<file path="config.mk">
export PLATFORM = sky130hd
export DESIGN_NAME = rom_loader_bridge
export DESIGN_NICKNAME = d
export VERILOG_FILES = /design/src/rtl/rom_loader_bridge.sv
export SDC_FILE = /design/constraint.sdc
export NUM_CORES = 1
export LEC_CHECK = 0
export CAP_MARGIN = 40
export CORE_MARGIN = 3
export CORE_UTILIZATION = 51
export CTS_BUF_LIST = sky130_fd_sc_hd__clkbuf_2 sky130_fd_sc_hd__clkbuf_4 sky130_fd_sc_hd__clkbuf_8
export DETAILED_ROUTE_END_ITERATION = 10
export PLACE_DENSITY = 0.78
export REMOVE_ABC_BUFFERS = 1
export SYNTH_ARGS = -nofsm -noshare
export SYNTH_HDL_FRONTEND = slang
export SYNTH_SLANG_ARGS = --single-unit
</file>
<file path="constraint.sdc">
create_clock -name clk_sys -period 3.1 [get_ports clk_sys]
set_input_delay 0.62 -clock clk_sys [delete_from_list [all_inputs] [get_ports clk_sys]]
set_output_delay 0.62 -clock clk_sys [all_outputs]
set_load 0.005 [all_outputs]
</file>
<file path="src/rtl/rom_loader_bridge.sv">
// rom_loader_bridge: buffers ioctl download bytes in a small FIFO, maps the ioctl index
// to an SDRAM base address, and drains one byte per mem_sync slot into the loader port.
// It also keeps overflow, committed-byte and checksum status for the OSD.
module rom_loader_bridge #(
  parameter int unsigned ADDR_W    = 25,
  parameter int unsigned DATA_W    = 8,
  parameter int unsigned DEPTH     = 4,
  parameter int unsigned NUM_SLOTS = 4,
  parameter logic [NUM_SLOTS*ADDR_W-1:0] SLOT_BASE =
    {25'h0, 25'h0, 25'h068000, 25'h080000}
) (
  input  logic              clk_sys,
  input  logic              reset,
  input  logic              ioctl_download,
  input  logic [7:0]        ioctl_index,
  input  logic              ioctl_wr,
  input  logic [ADDR_W-1:0] ioctl_addr,
  input  logic [DATA_W-1:0] ioctl_dout,
  input  logic              mem_sync,
  output logic              loader_active,
  output logic              loader_we,
  output logic [ADDR_W-1:0] loader_addr,
  output logic [DATA_W-1:0] loader_data,
  output logic              overflow,
  output logic [23:0]       byte_count,
  output logic [15:0]       checksum
);

  localparam int unsigned PW = $clog2(DEPTH);
  localparam int unsigned EW = ADDR_W + DATA_W;

  // Pointers carry one extra wrap bit so full and empty are distinguishable.
  logic [EW-1:0]     fifo_mem [DEPTH];
  logic [PW:0]       rd_ptr_q, rd_ptr_d;
  logic [PW:0]       wr_ptr_q, wr_ptr_d;
  logic              dl_q;
  logic              active_q, active_d;
  logic              we_q, we_d;
  logic [ADDR_W-1:0] addr_q, addr_d;
  logic [DATA_W-1:0] data_q, data_d;
  logic              overflow_q, overflow_d;
  logic [23:0]       count_q, count_d;
  logic [15:0]       sum_q, sum_d;

  logic              accept, push, pop, drop, empty, full, dl_rise;
  logic [ADDR_W-1:0] slot_base;
  logic [EW-1:0]     head, entry;

  // Decode the slot base; only consulted when the index is accepted.
  always_comb begin
    slot_base = '0;
    for (int unsigned i = 0; i < NUM_SLOTS; i++) begin
      if (ioctl_index[5:0] == 6'(i)) slot_base = SLOT_BASE[i*ADDR_W +: ADDR_W];
    end
  end

  // FIFO control, loader slot update and status next-state.
  always_comb begin
    accept  = ioctl_wr && (ioctl_index[7:6] == 2'b00) &&
              ({26'd0, ioctl_index[5:0]} < NUM_SLOTS);
    empty   = (rd_ptr_q == wr_ptr_q);
    full    = (rd_ptr_q[PW] != wr_ptr_q[PW]) && (rd_ptr_q[PW-1:0] == wr_ptr_q[PW-1:0]);
    // Pop looks only at current occupancy, so a same-cycle push into empty waits a slot.
    pop     = mem_sync && !empty;
    push    = accept && (!full || pop);
    drop    = accept && full && !pop;
    dl_rise = ioctl_download && !dl_q;
    head    = fifo_mem[rd_ptr_q[PW-1:0]];
    entry   = {slot_base + ioctl_addr, ioctl_dout};

    rd_ptr_d = rd_ptr_q;
    wr_ptr_d = wr_ptr_q;
    if (pop)  rd_ptr_d = rd_ptr_q + 1'b1;
    if (push) wr_ptr_d = wr_ptr_q + 1'b1;

    we_d   = mem_sync ? pop : we_q;
    addr_d = addr_q;
    data_d = data_q;
    if (pop) begin
      addr_d = head[EW-1:DATA_W];
      data_d = head[DATA_W-1:0];
    end

    // A download start restarts the totals, but a byte committed in that cycle still counts.
    overflow_d = (dl_rise ? 1'b0 : overflow_q) | drop;
    count_d    = dl_rise ? 24'd0 : count_q;
    sum_d      = dl_rise ? 16'd0 : sum_q;
    if (pop) begin
      count_d = count_d + 24'd1;
      sum_d   = sum_d + 16'(head[DATA_W-1:0]);
    end

    // Derived from next-state values so active drops on the same edge as loader_we.
    active_d = ioctl_download || (wr_ptr_d != rd_ptr_d) || we_d;
  end

  // Control and status registers with synchronous reset.
  always_ff @(posedge clk_sys) begin
    if (reset) begin
      rd_ptr_q   <= '0;
      wr_ptr_q   <= '0;
      dl_q       <= 1'b0;
      active_q   <= 1'b0;
      we_q       <= 1'b0;
      addr_q     <= '0;
      data_q     <= '0;
      overflow_q <= 1'b0;
      count_q    <= '0;
      sum_q      <= '0;
    end else begin
      rd_ptr_q   <= rd_ptr_d;
      wr_ptr_q   <= wr_ptr_d;
      dl_q       <= ioctl_download;
      active_q   <= active_d;
      we_q       <= we_d;
      addr_q     <= addr_d;
      data_q     <= data_d;
      overflow_q <= overflow_d;
      count_q    <= count_d;
      sum_q      <= sum_d;
    end
  end

  // FIFO storage; contents are meaningless outside the pointer window, so no reset.
  always_ff @(posedge clk_sys) begin
    if (push && !reset) fifo_mem[wr_ptr_q[PW-1:0]] <= entry;
  end

  assign loader_active = active_q;
  assign loader_we     = we_q;
  assign loader_addr   = addr_q;
  assign loader_data   = data_q;
  assign overflow      = overflow_q;
  assign byte_count    = count_q;
  assign checksum      = sum_q;

endmodule

</file>
======== Yosys cells after proc, flatten, opt, wreduce, memory -nomap -nowiden ========
Memory sizes are Yosys's and may differ from the RTL's. A register that Yosys moved wholly into a read port is not among the register bits.
Index checks and enable logic that the tools add are counted.
word-level totals
  output and inout bits ................... 76
  memories ................................ 1
  bits of input ports ..................... 46
  word-level logic and storage cells ...... 59
  flip-flop bits (word level) ............. 83
  RAM bits ................................ 132
operators by class
  bitwise operators ....................... 1
  order comparisons ....................... 1
  mux-type cells .......................... 15
  reductions and logical operators ........ 19
  eq/ne operators ......................... 7
  $add $sub $neg .......................... 5
memory list
  name      words  width  rd ports  clocked after memory_dff  wr ports  RTL line  RTL
  fifo_mem  4      33     1         1                         1         33        logic [EW-1:0] fifo_mem [DEPTH];
operators by type and width
  operator                                                    number
  2-to-1 mux 25 bit                                           3
  2-to-1 mux 24 bit                                           2
  2-to-1 mux 16 bit                                           2
  adder 25 bit                                                1
  adder 24 x 1 -> 24 bit, second input constant               1
  2-to-1 mux 20 bit                                           1
  adder 16 x 8 -> 16 bit                                      1
  equality test 6 x 2 -> 1 bit, second input constant         2
  logical AND 1 bit                                           9
  adder 3 x 1 -> 3 bit, second input constant                 2
  equality test 6 x 1 -> 1 bit, second input constant         1
  logical NOT 6 bit                                           1
  less-than comparator 6 x 3 -> 1 bit, second input constant  1
  2-to-1 mux 3 bit                                            2
  logical NOT 1 bit                                           5
  2-to-1 mux 1 bit                                            4
  equality test 3 bit                                         1
  logical OR 1 bit                                            3
  inequality test 3 bit                                       1
  equality test 2 bit                                         1
  logical NOT 2 bit                                           1
  2-to-1 mux 2 bit                                            1
  inequality test 1 bit                                       1
  OR 1 bit                                                    1

======== Logic depth before layout (Yosys ltp) ========
Gate-level depths: netlist of run 1.
  word-level depth ........................ 9
  depth in mapped cells ................... 12

======== Worst setup path before layout of run 1 ========
OpenSTA, ideal clock, no wires.
  path kind ............................... input -> register
  start point ............................. input ioctl_download
  end point ............................... register sum_q[12] (netlist: checksum[12])
  buffers on the path ..................... 3
  required time ........................... 3.030 ns
  arrival time ............................ 3.200 ns
  library setup time ...................... 0.070 ns
  cell stages on the path ................. 11
  slack ................................... -0.170 ns
  path through ............................ nand2b_1 > clkbuf_1 > clkbuf_1 > buf_1 > nand2_1 > fa_1 > nor2b_1 > o31a_1 > o221ai_1 > or4_1 > a21oi_1
between the ends
  longest elaborated chain between the ends .. 4
RTL lines
  item                    RTL line  RTL
  start: declaration      14        input logic ioctl_download,
  logical AND 1 bit *     67        dl_rise = ioctl_download && !dl_q;
  2-to-1 mux 16 bit *     87        sum_d = dl_rise ? 16'd0 : sum_q;
  adder 16 x 8 -> 16 bit  90        sum_d = sum_d + 16'(head[DATA_W-1:0]);
  2-to-1 mux 16 bit *     88        if (pop) begin
  end signal: assignment  120       sum_q <= sum_d;
  end: declaration        43        logic [15:0] sum_q, sum_d;
Mark *: on every way between the ends. The rest lies on a longest branch, timed or not.
A chain may end at the register's enable or synchronous reset.

======== Worst setup path after layout of run 1 ========
Ends and elaborated chain as after synthesis.

==> results of run 1 <==
## power breakdown
group | leakage (nW) | total (mW) | switching (mW) | internal, mW
clock | 0.396 | 2.63 | 1.10 | 1.53
sequential | 1.86 | 3.04 | 0.00320 | 3.04
combinational | 1.70 | 0.197 | 0.103 | 0.0939
total | 3.95 | 5.87 | 1.20 | 4.67
## sequential cells by signal, indices dropped and copies added, names as in the netlist
register       count
loader_we          1
wr_ptr_q           3
fifo_mem         132
rd_ptr_q           3
checksum          16
loader_addr       25
byte_count        24
dl_q               1
loader_active      1
loader_data        8
overflow           1
## synthesized netlist by cell type (all sizes together), types with 3 or more instances
cell	count	area share
inv	12	0.0050
nor4	8	0.0055
o21a	3	0.0025
and3	10	0.0069
o211ai	7	0.0058
nor3	8	0.0044
nand2	109	0.045
nor2	38	0.016
a211o	3	0.0029
or3	9	0.0062
o21ai	17	0.0094
xor2	10	0.013
ha	17	0.023
dfxtp	83	0.18
a211oi	4	0.0033
nand3	12	0.0072
buf	12	0.0066
o31ai	6	0.0055
a41oi	3	0.0029
nand4	9	0.0062
clkbuf	24	0.010
o311ai	5	0.0048
a21oi	58	0.032
edfxtp	132	0.44
nor2b	4	0.0028
mux4	33	0.082
and2	15	0.010
or4	8	0.0066
nand2b	6	0.0041
xnor2	18	0.017
nor3b	5	0.0041
## final timing paths
path | start | endpoint | slack (ns) | cells past startpoint
worst max-delay path | ioctl_download | checksum[12]$_SDFF_PP0_ | 0.16 | 11
worst min-delay path | loader_addr[0]$_SDFFE_PP0N_ | loader_addr[0]$_SDFFE_PP0N_ | 0.45 | 2
worst max register to register | rd_ptr_q[0]$_SDFF_PP0_ | checksum[15]$_SDFF_PP0_ | 0.25 | 8
worst min register to register | loader_addr[0]$_SDFFE_PP0N_ | loader_addr[0]$_SDFFE_PP0N_ | 0.45 | 2
## layer usage
| metal | track usage | vias to the layer above |
|---|---|---|
| met2 | 0.365 | 229 |
| met1 | 0.269 | 3120 |
| li1 | - | 3027 |
| met5 | 0 | - |
| met4 | 0.0736 | 4 |
| met3 | 0.0478 | 52 |
## worst register-to-register path, cell delays in order (launching register included)
cell and delay (ns):
dfxtp_2 0.43, mux4_2 0.56, ha_1 0.34, a211oi_1 0.44, o21ai_0 0.25, a41oi_1 0.33, buf_4 0.19, o211ai_1 0.10
o31ai_1 0.10
## cell type report
class                      instances  area [um^2]
fill                            1233         5730
sequential                       215         5630
multi-input combinational        452         3250
timing repair buffer             174         1670
clock buffer                      50          613
tap                              225          282
clock inverter                    14          149
inverter                          12         45.0
## stage by stage
step                worst slack, ns  cell area [um^2]  instances  setup TNS (ns)
detailed placement           -0.355             10900       1077           -6.74
global route                0.00742             11600       1142               0
global placement             -0.203             10900       1077           -2.87
floorplan                     -1.73              8900        679         -153.46
finish                        0.160             11600       1142               0
CTS                           0.163             11600       1141               0
## cells by family (layout without fill, tap and decap cells)
family / after synthesis / after routing / synth area share
buffers and inverters: 48 / 250 / 0.0216
adder cells (fa/ha/maj): 18 / 18 / 0.0257
AO/OA/AOI/OAI: 124 / 124 / 0.0854
flip-flops: 215 / 215 / 0.622
XOR/XNOR: 28 / 28 / 0.0308
AND/OR/NAND/NOR: 249 / 249 / 0.133
multiplexers: 33 / 33 / 0.0821
==> results.py, run 1 <==
metrics = {
    "outcome": {
        "status": "complete, no violations",
    },
    "synthesis": {
        "synthFlopType": "edfxtp_1",
        "synth-seq-cells": 215,
        "ys_seq_area_frac": 0.622,
        "async_reset_ff_frac": 0,
        "synth_warnings": 0,
        "synth_area_per_cell_um2": 12.7,
        "ys_types": 57,
        "synth-edff-count": 132,
        "syn_inst": 715,
        "syn_area_um2": 9050,
    },
    "power": {
        "p_per_area_nw_per_um2": 505,
        "p_leak_nw": 3.95,
        "p_total_mw": 5.87,
        "ir_worst_vdd_mv": 0.541,
    },
    "global_routing": {
        "grt-ovfl-total": 0,
        "grt_usage": 0.213,
        "grt_pass1_wl_um": 33700,
        "grt_start_max_net_pins": 59,
        "antenna_found_initial": 2,
        "grt_pass1_vias": 6709,
    },
    "clock_network": {
        "clockRootBuffer": "clkbuf_8",
        "numCtsBuffers": 36,
        "cts_buffer_depth": 3,
        "clock_latency_ns": 0.51,
        "clock-sinks": 215,
        "cts_resized": 0,
        "cts_setup_buffers": 0,
        "htree_levels": 2,
        "cts_tree": "built",
        "holdBufCountCts": 0,
        "clk_pin_slew_worst_paths_ns": 0.06,
    },
    "worst_setup_path": {
        "crit_path_start_kind": "input port",
        "path_delay_family": "simple AND/OR/NAND/NOR gates",
        "cp_max_fo": 8,
        "crit_arrival_ns": 3.38,
        "crit_path_end_kind": "flop",
        "crit_type": "input port to flop",
        "crit_chain": "clkdlybuf4s50_1 -> nand2b_1 -> and2_1 -> ha_1 -> inv_1 -> fa_1 -> nor2b_1 -> o31a_1 -> o221ai_1 -> or4_1 -> a21oi_1",
        "worst-path-buf-inv": 2,
        "critical_path.max_stage_delay_ns": 0.54,
        "cp_slowest_cell": "or4_1",
        "critPathRequiredTime_ns": 3.54,
    },
    "finish": {
        "utilization": 0.670,
        "mostFrequentLayoutCell": "edfxtp_1",
        "nets": 955,
        "final_layout_size_suffix_gt1_frac": 0.179,
        "layout_common_cells": "132 x edfxtp_1, 120 x clkdlybuf4s50_1, 109 x nand2_1, 81 x dfxtp_1, 58 x a21oi_1",
        "area_delta_synth_final_pct": 28.5,
        "diodes": 0,
    },
    "sta": {
        "setup_violations": 0,
        "maxSlewHeadroom": 0.512,
        "fin_hold_ws_ns": 0.455,
        "hold_viol_final": 0,
        "fmax_ghz": 0.340,
        "rsz0062_at_grt": "false",
        "fin_crit_ns": 2.94,
        "maxSlewViolCount": 0,
        "period_share": 0.949,
        "finClkSkew_ns": 0.0120,
        "tightest_slew_ns": 0.722,
    },
    "routing": {
        "met2_wirelength_um": 10200,
        "maxUsedRoutingLayer": "met5",
        "drt_iter0_drc": 423,
        "wl_met3_um": 1330,
        "drtAntennaViolNets": 0,
        "vias_per_cell": 5.63,
        "wire_per_inst_um": 17.9,
        "met1_length_um": 8340,
        "drc_errors": 0,
        "dr.pass1.iters": 6,
        "num_vias": 6432,
        "finalWirelength_um": 20400,
    },
    "floorplan": {
        "rows": 48,
        "start_util": 0.521,
        "die_x_um": 139,
        "core_um2": 17400,
        "die-area_um2": 19400,
        "pin_count": 122,
        "die_h_um": 139,
    },
    "placed_design": {
        "place.detailed.hpwl_um": 13800,
        "portBuffers": 121,
        "place_congestion": 0.878,
    },
    "flow_run": {
        "cap_violations": 0,
    },
    "hold_path": {
        "min_path_type": "flop to flop",
    },
}
Power figures use the tool's default switching activity.
==> run 2: changes to the inputs <==
--- a/config.mk
+++ b/config.mk
@@ -9,9 +9,9 @@
 export CORE_MARGIN = 3
 export CORE_UTILIZATION = 51
 export CTS_BUF_LIST = sky130_fd_sc_hd__clkbuf_2 sky130_fd_sc_hd__clkbuf_4 sky130_fd_sc_hd__clkbuf_8
+export CTS_CLUSTER_SIZE = 40
 export DETAILED_ROUTE_END_ITERATION = 10
 export PLACE_DENSITY = 0.78
-export REMOVE_ABC_BUFFERS = 1
 export SYNTH_ARGS = -nofsm -noshare
 export SYNTH_HDL_FRONTEND = slang
 export SYNTH_SLANG_ARGS = --single-unit
==> run 2 against run 1 <==
Effect of this change:
- final area is 0.13% higher
- combinational power shrank 4%
- die area is the same
- flip-flop and latch count unchanged
- clock power shrank 3%
- routed wire length down 0.39%
- highest routed layer is now met4
- critical path depth unchanged
- sequential power hardly changed
- clock skew is 0.0055 ns higher
- non-clock buffer count fell by 3
==> results.py, run 2 (synthesis results as in run 1) <==
metrics = {
    "clock_network": {
        "cts_buffer_depth": 3,
        "numCtsBuffers": 36,
        "clockRootBuffer": "clkbuf_8",
        "clk_pin_slew_worst_paths_ns": 0.06,
        "clock_latency_ns": 0.52,
        "cts_setup_buffers": 0,
        "htree_levels": 2,
        "clock-sinks": 215,
        "cts_tree": "built",
    },
    "synthesis": {
        "synth_fp_nets": 779,
    },
    "sta": {
        "fin_crit_ns": 2.96,
        "period_share": 0.955,
        "maxSlewViolCount": 0,
        "finClkSkew_ns": 0.0176,
        "fmax_ghz": 0.338,
        "setup_violations": 0,
        "maxSlewHeadroom": 0.519,
        "fin_hold_ws_ns": 0.459,
        "rsz0062_at_grt": "false",
        "hold_viol_final": 0,
        "tightest_slew_ns": 0.713,
    },
    "finish": {
        "layout_common_cells": "132 x edfxtp_1, 120 x clkdlybuf4s50_1, 109 x nand2_1, 81 x dfxtp_1, 58 x a21oi_1",
        "nets": 952,
        "diodes": 0,
        "final_cell_area_um2": 11600,
        "fillers": 1228,
        "mostFrequentLayoutCell": "edfxtp_1",
        "area_delta_synth_final_pct": 28.6,
        "largest_reg_flops": 132,
        "final_layout_size_suffix_gt1_frac": 0.180,
    },
    "routing": {
        "drc_errors": 0,
        "drt_iter0_drc": 481,
        "num_vias": 6510,
        "drtAntennaViolNets": 0,
        "dr.pass1.iters": 5,
        "vias_per_cell": 5.71,
        "wire_per_inst_um": 17.8,
        "finalWirelength_um": 20300,
    },
    "worst_setup_path": {
        "cp_max_fo": 8,
        "critical_path.max_stage_delay_ns": 0.54,
        "cp_slowest_cell": "or4_1",
        "crit_type": "input port to flop",
        "r2r_setup_slack_ns": 0.22,
        "crit_path_end_kind": "flop",
        "crit_arrival_ns": 3.41,
        "crit_chain": "clkdlybuf4s50_1 -> nand2b_1 -> and2_1 -> ha_1 -> inv_1 -> fa_1 -> nor2b_1 -> o31a_1 -> o221ai_1 -> or4_1 -> a21oi_1",
        "crit_path_start_kind": "input port",
        "reg2reg_from": "rd_ptr_q[0]$_SDFF_PP0_",
        "timing.rr.end": "checksum[12]$_SDFF_PP0_",
        "path_delay_family": "simple AND/OR/NAND/NOR gates",
        "worst-path-buf-inv": 2,
        "critPathRequiredTime_ns": 3.55,
        "ff2ff_path_depth": 8,
    },
    "power": {
        "p_per_area_nw_per_um2": 497,
        "ir_worst_vdd_mv": 0.339,
        "p_leak_nw": 3.96,
    },
    "hold_path": {
        "min_path_type": "flop to flop",
        "hold_end": "loader_addr[1]$_SDFFE_PP0N_",
        "hold_depth": 2,
        "holdCritStartpoint": "loader_addr[1]$_SDFFE_PP0N_",
    },
    "floorplan": {
        "die-area_um2": 19400,
        "pin_count": 122,
        "core_um2": 17400,
        "die_h_um": 139,
        "start_util": 0.521,
        "rows": 48,
        "die_x_um": 139,
    },
    "placed_design": {
        "place_congestion": 0.883,
        "place.detailed.hpwl_um": 13800,
        "placedInstanceArea_um2": 10900,
        "portBuffers": 121,
    },
    "global_routing": {
        "antenna_found_initial": 0,
        "grt_pass1_wl_um": 33400,
        "grt_start_max_net_pins": 46,
        "grt-ovfl-total": 0,
        "grt_pass1_vias": 6619,
        "grt_usage": 0.213,
    },
    "flow_run": {
        "cap_violations": 0,
    },
    "outcome": {
        "status": "complete, no violations",
    },
}
-- run 2: how the worst max path moves through the flow --
stage / from / end / depth (start not counted)
after floorplan: ioctl_download / checksum[12]$_SDFF_PP0_ / 12
after global placement: ioctl_index[3] / fifo_mem[0][31]$_DFFE_PP_ / 12
after detailed placement: ioctl_index[3] / fifo_mem[3][29]$_DFFE_PP_ / 12
after CTS: ioctl_index[3] / fifo_mem[0][29]$_DFFE_PP_ / 12
after global routing: ioctl_index[3] / fifo_mem[1][30]$_DFFE_PP_ / 10
final: ioctl_download / checksum[12]$_SDFF_PP0_ / 11
-- run 2: final cells by class --
cell class	count	area (um^2)	share of cell area
inverter	12	45.0	0.00387
multi-input combinational	452	3250	0.279
timing repair buffer	171	1680	0.144
tap	225	282	0.0242
clock inverter	4	30.0	0.00258
sequential	215	5630	0.483
clock buffer	61	727	0.0624
-- run 2: what timing repair did --
item	in CTS	in global routing
setup endpoints to repair	0	4
hold buffers	0	0
resized for setup	0	1
-- run 2: stage by stage --
step / power [mW] / utilization / setup WS, ns / std cells / TNS [ns]
finish: 5.79 / 0.671 / 0.140 / 1140 / 0
global route: 5.99 / 0.671 / 0.0307 / 1140 / 0
CTS: 5.84 / 0.671 / 0.144 / 1140 / 0
detailed placement: 3.29 / 0.627 / -0.383 / 1075 / -6.92
global placement: 3.28 / 0.627 / -0.246 / 1075 / -3.97
floorplan: 3.18 / - / 0.0639 / 715 / 0
-- run 2: per-layer routing --
metal	global-route usage	wire (um)	up-vias
met5	0	0	-
li1	-	-	3022
met1	0.275	8350	3232
met4	0.0608	346	0
met3	0.0447	1240	33
met2	0.365	10400	223
-- run 2: report_power, final --
| group | total, mW | switching, mW | internal, mW |
|---|---|---|---|
| registers | 3.04 | 0.00414 | 3.04 |
| clock network | 2.55 | 1.07 | 1.48 |
| logic | 0.190 | 0.0993 | 0.0907 |
-- run 2: worst min-delay path: cells and delay by family, from the launching register on --
kind / cells / cell delay [ns]
AOI/OAI and AO/OA: 1 / 0.05
DFF: 1 / 0.31
and+or+nand+nor: 1 / 0.05
==> run 3: changes to the inputs <==
--- a/config.mk
+++ b/config.mk
@@ -12,6 +12,8 @@
 export CTS_CLUSTER_SIZE = 40
 export DETAILED_ROUTE_END_ITERATION = 10
 export PLACE_DENSITY = 0.78
+export RECOVER_POWER = 50
+export SKIP_CTS_REPAIR_TIMING = 1
 export SYNTH_ARGS = -nofsm -noshare
 export SYNTH_HDL_FRONTEND = slang
 export SYNTH_SLANG_ARGS = --single-unit
==> run 3 against run 2 <==
Effect of this change:
- worst hold slack worse by 0.0038 ns
- maximum frequency is essentially flat
- critical path depth unchanged
- register-to-register slack is essentially flat
- final area is 0.35% lower
- clock-buffer cell count did not move
- routed wire length did not move
- flip-flop and latch count unchanged
- clock power about the same
- sequential share of layout area up 0.16 points
- clock skew is 0.0022 ns lower
- critical path type unchanged
- largest cell class unchanged
- largest power group unchanged
==> results.py, run 3 (synthesis results as in run 1) <==
metrics = {
    "placed_design": {
        "placedCellCount": 1075,
        "dp_slack_ns": -0.383,
        "place.detailed.hpwl_um": 13800,
        "place_congestion": 0.883,
        "portBuffers": 121,
    },
    "worst_setup_path": {
        "cp_max_fo": 8,
        "crit_path_start_kind": "input port",
        "crit_arrival_ns": 3.40,
        "crit_path_end_kind": "flop",
        "critPathRequiredTime_ns": 3.55,
        "crit_type": "input port to flop",
    },
    "finish": {
        "area_delta_synth_final_pct": 28.2,
        "fillers": 1235,
        "layout_common_cells": "132 x edfxtp_1, 109 x nand2_1, 99 x dlygate4sd3_1, 82 x dfxtp_1, 58 x a21oi_1",
        "nets": 952,
        "final_layout_size_suffix_gt1_frac": 0.173,
        "mostFrequentLayoutCell": "edfxtp_1",
        "final_cells": 1140,
        "diodes": 0,
        "largest_reg_flops": 132,
    },
    "floorplan": {
        "die_h_um": 139,
        "rows": 48,
        "die_x_um": 139,
        "start_util": 0.521,
        "pin_count": 122,
        "core_um2": 17400,
        "die-area_um2": 19400,
    },
    "power": {
        "ir_worst_vdd_mv": 0.338,
        "p_per_area_nw_per_um2": 498,
        "p_total_mw": 5.77,
        "p_leak_nw": 4.22,
    },
    "sta": {
        "period_share": 0.954,
        "fin_crit_ns": 2.96,
        "setup_violations": 0,
        "maxSlewViolCount": 0,
        "maxSlewHeadroom": 0.522,
        "fmax_ghz": 0.338,
        "finClkSkew_ns": 0.0154,
        "rsz0062_at_grt": "false",
        "fin_ws_ns": 0.142,
        "tightest_slew_ns": 0.708,
        "hold_viol_final": 0,
    },
    "global_routing": {
        "grt_start_max_net_pins": 46,
        "grt-ovfl-total": 0,
        "grt_usage": 0.213,
        "grt_pass1_vias": 6619,
        "grt_pass1_wl_um": 33400,
        "antenna_found_initial": 0,
    },
    "routing": {
        "drtAntennaViolNets": 0,
        "dr.pass1.iters": 5,
        "wire_per_inst_um": 17.8,
        "finalWirelength_um": 20300,
        "drt_iter0_drc": 437,
        "vias_per_cell": 5.69,
        "drc_errors": 0,
        "num_vias": 6485,
    },
    "outcome": {
        "status": "complete, no violations",
    },
    "clock_network": {
        "cts_buffer_depth": 3,
        "numCtsBuffers": 36,
        "clock-sinks": 215,
        "clk_pin_slew_worst_paths_ns": 0.06,
        "clock_latency_ns": 0.52,
        "cts_tree": "built",
        "htree_levels": 2,
        "clockRootBuffer": "clkbuf_8",
    },
    "synthesis": {
        "synth_fp_nets": 779,
    },
    "flow_run": {
        "cap_violations": 0,
    },
    "hold_path": {
        "min_path_type": "flop to flop",
    },
}
[run 3: changes by cell type in the layout (fill, tap and decap cells not counted), moves of 2 or more]
cell | previous run | this run
clkbuf_1 | 0 | 2
dlygate4sd3_1 | 0 | 99
clkdlybuf4s50_1 | 120 | 21
buf_4 | 42 | 38
clkbuf_2 | 0 | 2
[run 3: metal layers]
metal  global-route usage  wire length (um)  vias up
li1                     -                 -     3025
met1                0.275              8360     3206
met2                0.365             10300      223
met3               0.0447              1260       31
met4               0.0608               361        0
met5                    0                 0        -
[run 3: path summary, 6_finish.rpt]
kind / from / cells after the start / slack, ns / to
max: ioctl_download / 11 / 0.14 / checksum[12]$_SDFF_PP0_
min: loader_addr[1]$_SDFFE_PP0N_ / 2 / 0.46 / loader_addr[1]$_SDFFE_PP0N_
max reg2reg: rd_ptr_q[0]$_SDFF_PP0_ / 8 / 0.22 / checksum[12]$_SDFF_PP0_
min reg2reg: loader_addr[1]$_SDFFE_PP0N_ / 2 / 0.46 / loader_addr[1]$_SDFFE_PP0N_
[run 3: worst max-delay path, stage by stage]
cell             delay (ns)
clkdlybuf4s50_1        0.43
nand2b_1               0.20
and2_1                 0.20
ha_1                   0.19
inv_1                  0.06
fa_1                   0.38
nor2b_1                0.19
o31a_1                 0.17
o221ai_1               0.28
or4_1                  0.54
a21oi_1                0.14
[run 3: layout make-up]
cell class,instances,area [um^2],share of cell area
Clock buffer,61,727,0.0627
Clock inverter,4,30.0,0.00259
Inverter,12,45.0,0.00388
Multi-Input combinational cell,452,3220,0.278
Sequential cell,215,5630,0.485
Tap cell,225,282,0.0243
Timing Repair Buffer,171,1670,0.144
[run 3: stage by stage]
step	cell area, um^2	setup TNS (ns)	utilization	hold slack, ns
2_1_floorplan	9060	0	-	0.453
3_3_place_gp	10900	-3.97	0.627	0.446
3_5_place_dp	10900	-6.92	0.627	0.452
4_1_cts	11600	0	0.671	0.460
5_1_grt	11600	0	0.668	0.475
6_report	11600	0	0.668	0.455
[run 3: power by group]
group	internal (mW)	leakage [nW]	switching [mW]
Clock	1.48	0.407	1.07
Sequential	3.04	1.86	0.00398
Combinational	0.0828	1.96	0.0980
